<file path="src/rtl/uart_pkg.sv">
// Shared definitions for the UART transmit arbiter: FSM state encoding, tag prefix
// and default stall limit. The TAG state exists only when UART_ARB_TAG_EN is defined.
package uart_pkg;

  typedef enum logic [2:0] {
    ST_IDLE  = 3'd0,
    ST_XFER  = 3'd1,
    ST_PULSE = 3'd2,
    ST_WAIT  = 3'd3
`ifdef UART_ARB_TAG_EN
    ,
    ST_TAG   = 3'd4
`endif
  } arb_state_e;

  localparam logic [3:0] TAG_PREFIX       = 4'hA;
  localparam int         IDLE_TMO_DEFAULT = 65535;

  // Tag byte announcing which requester owns the following packet.
  function automatic logic [7:0] make_tag(input logic [2:0] gnt);
    return {TAG_PREFIX, 1'b0, gnt};
  endfunction

endpackage

</file>
<file path="src/rtl/rr_pick.sv">
// Combinational round-robin picker: first requesting index after last_gnt_i,
// searching upward modulo NREQ.
module rr_pick
  import uart_pkg::*;
#(
  parameter int NREQ = 4
) (
  input  logic [NREQ-1:0] req_i,
  input  logic [2:0]      last_gnt_i,
  output logic [2:0]      idx_o,
  output logic            any_req_o
);

  logic [7:0] req_pad_s;
  logic [3:0] sum_s;
  logic [3:0] cand_s;
  logic       hit_s;
  logic       found_s;
  logic [2:0] idx_s;

  // Scan offsets 1..NREQ from the previous winner; the first hit wins.
  always_comb begin
    req_pad_s            = 8'h00;
    req_pad_s[NREQ-1:0]  = req_i;
    sum_s                = 4'h0;
    cand_s               = 4'h0;
    hit_s                = 1'b0;
    found_s              = 1'b0;
    idx_s                = last_gnt_i;
    for (int k = 1; k <= NREQ; k++) begin
      sum_s   = {1'b0, last_gnt_i} + 4'(k);
      cand_s  = (sum_s >= 4'(NREQ)) ? (sum_s - 4'(NREQ)) : sum_s;
      hit_s   = !found_s && req_pad_s[cand_s[2:0]];
      idx_s   = hit_s ? cand_s[2:0] : idx_s;
      found_s = found_s | hit_s;
    end
  end

  assign idx_o     = idx_s;
  assign any_req_o = |req_i;

endmodule

</file>
<file path="src/rtl/uart_tx_arbiter.sv">
// Round-robin, packet-locked arbiter feeding one UART transmitter byte by byte.
// Define UART_ARB_TAG_EN to prefix every packet with a {4'hA, 1'b0, gnt_id} tag byte.
module uart_tx_arbiter
  import uart_pkg::*;
#(
  parameter int NREQ     = 4,
  parameter int IDLE_TMO = IDLE_TMO_DEFAULT
) (
  input  logic              clk,
  input  logic              rst,
  input  logic [NREQ-1:0]   req_vld,
  input  logic [8*NREQ-1:0] req_data,
  input  logic [NREQ-1:0]   req_last,
  output logic [NREQ-1:0]   req_rdy,
  output logic              uart_tx_vld,
  output logic [7:0]        uart_tx_data,
  input  logic              uart_txrdy,
  output logic              busy,
  output logic [2:0]        gnt_id,
  output logic              tmo_err
);

  localparam logic [15:0]     TMO_LAST = 16'(IDLE_TMO - 1);
  localparam logic [2:0]      LAST_IDX = 3'(NREQ - 1);
  localparam logic [NREQ-1:0] ONE_HOT0 = {{(NREQ-1){1'b0}}, 1'b1};

  arb_state_e        state_q, state_d;
  logic [2:0]        gnt_q, gnt_d;
  logic [2:0]        last_gnt_q, last_gnt_d;
  logic              last_flag_q, last_flag_d;
  logic [15:0]       cnt_q, cnt_d;
  logic [NREQ-1:0]   req_rdy_q, req_rdy_d;
  logic              tx_vld_q, tx_vld_d;
  logic [7:0]        tx_data_q, tx_data_d;
  logic              busy_q, busy_d;
  logic              tmo_q, tmo_d;

  logic [2:0]        pick_s;
  logic              any_s;
  logic [7:0]        vld_pad_s;
  logic [7:0]        last_pad_s;
  logic [7:0][7:0]   data_pad_s;

  rr_pick #(.NREQ(NREQ)) u_rr_pick (
    .req_i      (req_vld),
    .last_gnt_i (last_gnt_q),
    .idx_o      (pick_s),
    .any_req_o  (any_s)
  );

  // Widen per-requester inputs to 8 lanes so the 3-bit grant indexes them directly.
  always_comb begin
    vld_pad_s            = 8'h00;
    last_pad_s           = 8'h00;
    data_pad_s           = 64'h0;
    vld_pad_s[NREQ-1:0]  = req_vld;
    last_pad_s[NREQ-1:0] = req_last;
    for (int i = 0; i < NREQ; i++) begin
      data_pad_s[i] = req_data[8*i +: 8];
    end
  end

  // State and datapath registers.
  always_ff @(posedge clk or posedge rst) begin
    if (rst) begin
      state_q     <= ST_IDLE;
      gnt_q       <= 3'd0;
      last_gnt_q  <= LAST_IDX;
      last_flag_q <= 1'b0;
      cnt_q       <= 16'h0000;
      req_rdy_q   <= {NREQ{1'b0}};
      tx_vld_q    <= 1'b0;
      tx_data_q   <= 8'h00;
      busy_q      <= 1'b0;
      tmo_q       <= 1'b0;
    end else begin
      state_q     <= state_d;
      gnt_q       <= gnt_d;
      last_gnt_q  <= last_gnt_d;
      last_flag_q <= last_flag_d;
      cnt_q       <= cnt_d;
      req_rdy_q   <= req_rdy_d;
      tx_vld_q    <= tx_vld_d;
      tx_data_q   <= tx_data_d;
      busy_q      <= busy_d;
      tmo_q       <= tmo_d;
    end
  end

  // Next-state logic; the grant is held until the last byte or a stall timeout.
  always_comb begin
    state_d     = state_q;
    gnt_d       = gnt_q;
    last_gnt_d  = last_gnt_q;
    last_flag_d = last_flag_q;
    cnt_d       = cnt_q;
    tmo_d       = 1'b0;
    case (state_q)
      ST_IDLE: begin
        if (any_s && uart_txrdy) begin
          gnt_d = pick_s;
          cnt_d = 16'h0000;
`ifdef UART_ARB_TAG_EN
          state_d = ST_TAG;
`else
          state_d = ST_XFER;
`endif
        end else begin
          state_d = ST_IDLE;
        end
      end
`ifdef UART_ARB_TAG_EN
      ST_TAG: begin
        last_flag_d = 1'b0;
        state_d     = ST_PULSE;
      end
`endif
      ST_XFER: begin
        if (vld_pad_s[gnt_q]) begin
          last_flag_d = last_pad_s[gnt_q];
          state_d     = ST_PULSE;
        end else if (cnt_q == TMO_LAST) begin
          cnt_d      = cnt_q + 16'h0001;
          tmo_d      = 1'b1;
          last_gnt_d = gnt_q;
          state_d    = ST_IDLE;
        end else begin
          cnt_d   = cnt_q + 16'h0001;
          state_d = ST_XFER;
        end
      end
      ST_PULSE: begin
        state_d = ST_WAIT;
      end
      ST_WAIT: begin
        if (uart_txrdy) begin
          if (last_flag_q) begin
            last_gnt_d = gnt_q;
            state_d    = ST_IDLE;
          end else begin
            cnt_d   = 16'h0000;
            state_d = ST_XFER;
          end
        end else begin
          state_d = ST_WAIT;
        end
      end
      default: begin
        state_d = ST_IDLE;
      end
    endcase
  end

  // Outputs are decoded from the next state so they can be registered without extra latency.
  always_comb begin
    tx_vld_d = (state_d == ST_PULSE);
    busy_d   = (state_d != ST_IDLE);
    case (state_d)
      ST_XFER: req_rdy_d = ONE_HOT0 << gnt_d;
      default: req_rdy_d = {NREQ{1'b0}};
    endcase
    if ((state_q == ST_XFER) && (state_d == ST_PULSE)) begin
      tx_data_d = data_pad_s[gnt_q];
    end
`ifdef UART_ARB_TAG_EN
    else if (state_q == ST_TAG) begin
      tx_data_d = make_tag(gnt_q);
    end
`endif
    else begin
      tx_data_d = tx_data_q;
    end
  end

  assign req_rdy      = req_rdy_q;
  assign uart_tx_vld  = tx_vld_q;
  assign uart_tx_data = tx_data_q;
  assign busy         = busy_q;
  assign gnt_id       = gnt_q;
  assign tmo_err      = tmo_q;

endmodule

</file>
<file path="config.mk">
export PLATFORM = sky130hd
export DESIGN_NAME = uart_tx_arbiter
export DESIGN_NICKNAME = d
export VERILOG_FILES = /design/src/rtl/uart_pkg.sv /design/src/rtl/rr_pick.sv /design/src/rtl/uart_tx_arbiter.sv
export SDC_FILE = /design/constraint.sdc
export NUM_CORES = 1
export LEC_CHECK = 0
export ABC_AREA = 1
export CAP_MARGIN = 10
export CORE_UTILIZATION = 50
export DETAILED_ROUTE_END_ITERATION = 6
export PLACE_DENSITY = 0.8
export SLEW_MARGIN = 20
export SYNTH_ARGS = -nofsm -noshare
export SYNTH_HDL_FRONTEND = slang
export SYNTH_HIERARCHICAL = 1
export SYNTH_SLANG_ARGS = --single-unit
</file>
<file path="constraint.sdc">
create_clock -name clk -period 2.32 [get_ports clk]
set_input_delay 0.58 -clock clk [delete_from_list [all_inputs] [get_ports clk]]
set_output_delay 0.58 -clock clk [all_outputs]
set_load 0.02 [all_outputs]
</file>
==> impl_metrics.tcl <==
set metrics [dict create \
    synth_fa_ha_area_share_pct 1.903 \
    cts_buffers 5 \
    fp.dieH_um 74.53 \
    final_cell_mix "nand2_1 (118), clkdlybuf4s50_1 (60), nor2_1 (51)" \
    setup_violations 0 \
    synth_top_family_by_area "simple AND/OR/NAND/NOR gates" \
    routedWlPerCell_um 13.14 \
    synth_area_sq_mm 0.002630 \
    antenna_cells 0 \
    synthMuxAreaShare_pct 0 \
    tightestPinTransition_ps 482.2 \
    worstPathRequired_ps 2550 \
    clk_pin_slew_ps 80 \
    ys_seq_area_share_pct 38.15 \
    grt_pass1_wl_um 11010 \
    synth_xor_xnor_area_share_pct 2.331 \
    ant_nets 0 \
    clockBufferDepth 2 \
    syn_nets 430 \
    die_w_um 74.53 \
    grt_max_degree 41 \
    rsz0062_at_grt "no" \
    core.rowCount 26 \
    avgSynthCellArea_sq_um 6.867 \
    gp_congestion 0.8526 \
    fmax_ghz 0.4587 \
    cts_hold_buffers 0 \
    ctsResizeCount 0 \
    grtUsageTotal_pct 26.02 \
    r2r-start "last_gnt_q[1]" \
    drc 0 \
    drv_cap 0 \
    dieArea_sq_mm 0.005554 \
    dpl.hpwl_um 4993 \
    post-route-util_pct 69.06 \
    yosysWarnings 6 \
    synthDistinctLibCells 30 \
    pin_count 61 \
    start_util_pct 51.82 \
    setup_tns_ps 0 \
    ys_seq_elements 40 \
    syn_to_final_growth_pct 33.25 \
    portBuffers 60 \
    cts_tree "done" \
    power_leakage_nw 1.659 \
    maxSlewHeadroom_pct 67.85 \
    hold_class "reg2reg" \
    grt_pass1_vias 2460 \
    vias 2712 \
    synth_compound_area_share_pct 11.75 \
    period_minus_slack_ps 2180 \
    cts_sinks 40 \
    hold_viol 0 \
    netlist_instances 383 \
    crit_fanout 7 \
    slew_violations 0 \
    holdPathEnd "uart_tx_data[6]" \
    r2r-end "req_rdy[0]" \
    vdd_drop_max_v 0.0007967 \
    clk-insertion-delay-late_ps 300 \
    worstHoldStart "uart_tx_data[6]" \
    firstDrtPassIters 4 \
    crit_path_end_kind "register" \
    drt_iter0_drc 156 \
    layout.cells.most_common "nand2_1" \
    core_area_sq_mm 0.005075 \
    period_share_pct 93.96 \
    antenna_found_initial 0 \
    drive_gt1_share_pct 10.02 \
    power_density_mw_per_mm2 1179 \
    arrival_ps 2410 \
    yosys.area_share.simple_pct 37.92 \
    post_cts_buffers 0 \
    hold_slack_ps 487.5 \
    worst_clock_skew_ps 10.03 \
    critPathLaunchType "register" \
    status "finished clean" \
    h-tree-depth 2 \
    min_path_cells 2 \
    drt_wl_total_um 6818 \
    crit_type "reg2reg" \
    cts_root_buf "clkbuf_8" \
    reg2reg_depth 14 \
    nets 495 \
    grt_remaining_overflow 0 \
    regToRegSetupSlack_ps 140 \
    via_per_inst 5.225 \
]
synth_stat cells (all sizes together):
master / n / area [sq um]
a21o: 1 / 7.510
a21oi: 5 / 25.02
buf: 8 / 51.29
clkbuf: 3 / 11.26
clkinv: 1 / 3.750
dfrtp: 38 / 950.9
dfstp: 2 / 52.55
ha: 4 / 50.05
inv: 38 / 142.6
nand2: 120 / 460.4
nand3: 40 / 232.7
nand4: 10 / 62.56
nor2: 55 / 219.0
nor3: 1 / 10.01
nor3b: 1 / 12.51
o21ai: 35 / 182.7
o21bai: 5 / 37.54
o22ai: 9 / 56.30
xor2: 7 / 61.31
sequential cells by signal (all words and copies together) (netlist names):
name,cells
cnt_q,16
uart_tx_data,8
req_rdy,4
gnt_id,3
last_gnt_q,3
state_q,2
busy,1
last_flag_q,1
tmo_err,1
uart_tx_vld,1
final cells by class:
type | instances | area (sq um)
clock buffer | 5 | 68.82
clock inverter | 3 | 90.09
fill | 428 | 1570
inverter | 39 | 146.4
multi-input combinational | 293 | 1440
sequential | 40 | 1003
tap | 70 | 87.58
timing repair buffer | 69 | 668.1
report_power, final:
part / switching (W) / internal [W] / total (W)
combinational: 0.00146 / 0.000847 / 0.00230
clock: 0.000252 / 0.000538 / 0.000790
sequential: 0.000152 / 0.000887 / 0.00104
total: 0.00186 / 0.00227 / 0.00413
critical path: stages (launching register included):
cell and delay [ps]:
dfstp_2 590, inv_2 70, ha_4 290, inv_1 80, nand3_2 90, nand3_4 100, a21oi_2 160, nand2_1 70
nand2_1 60, nand2_1 60, nor2_1 130, a21oi_2 80, nor2_2 130, nand2_1 70, nor2_1 110
per-stage QoR:
| step | cell area [sq um] | std cells | power (W) | worst slack (ps) |
|---|---|---|---|---|
| after floorplan | 2630 | 383 | 0.002584 | 264.0 |
| after global placement | 3323 | 511 | 0.003188 | 16.21 |
| after detailed placement | 3323 | 511 | 0.003250 | -40.56 |
| after CTS | 3482 | 519 | 0.004049 | 29.22 |
| after global routing | 3505 | 519 | 0.004421 | 2.103 |
| final | 3505 | 519 | 0.004134 | 140.1 |
cells by family after synthesis:
| group | count (synthesis) |
|---|---|
| AOI/OAI and AO/OA | 55 |
| and+or+nand+nor | 227 |
| DFF | 40 |
| buffers and inverters | 50 |
| adders and majority gates | 4 |
| xor gates and xnor gates | 7 |
how the worst max path moves through the flow:
stage,end,cells past startpoint,start,slack [ps]
2_1_floorplan,req_rdy[0],14,last_gnt_q[0],260
3_3_place_gp,req_rdy[3],12,req_vld[2],20
3_5_place_dp,req_rdy[0],12,req_vld[2],-40
4_1_cts,req_rdy[0],14,last_gnt_q[1],30
5_1_grt,req_rdy[0],14,last_gnt_q[1],2
6_report,req_rdy[0],14,last_gnt_q[1],140
metal layers:
layer / vias up / routed length [um] / GRT usage, %
met5: - / 0 / 0
met4: 0 / 80 / 7.547
met3: 10 / 264 / 6.504
met2: 68 / 3506 / 45.45
met1: 1266 / 2967 / 31.68
li1: 1368 / - / -
Power figures use the tool's default switching activity.
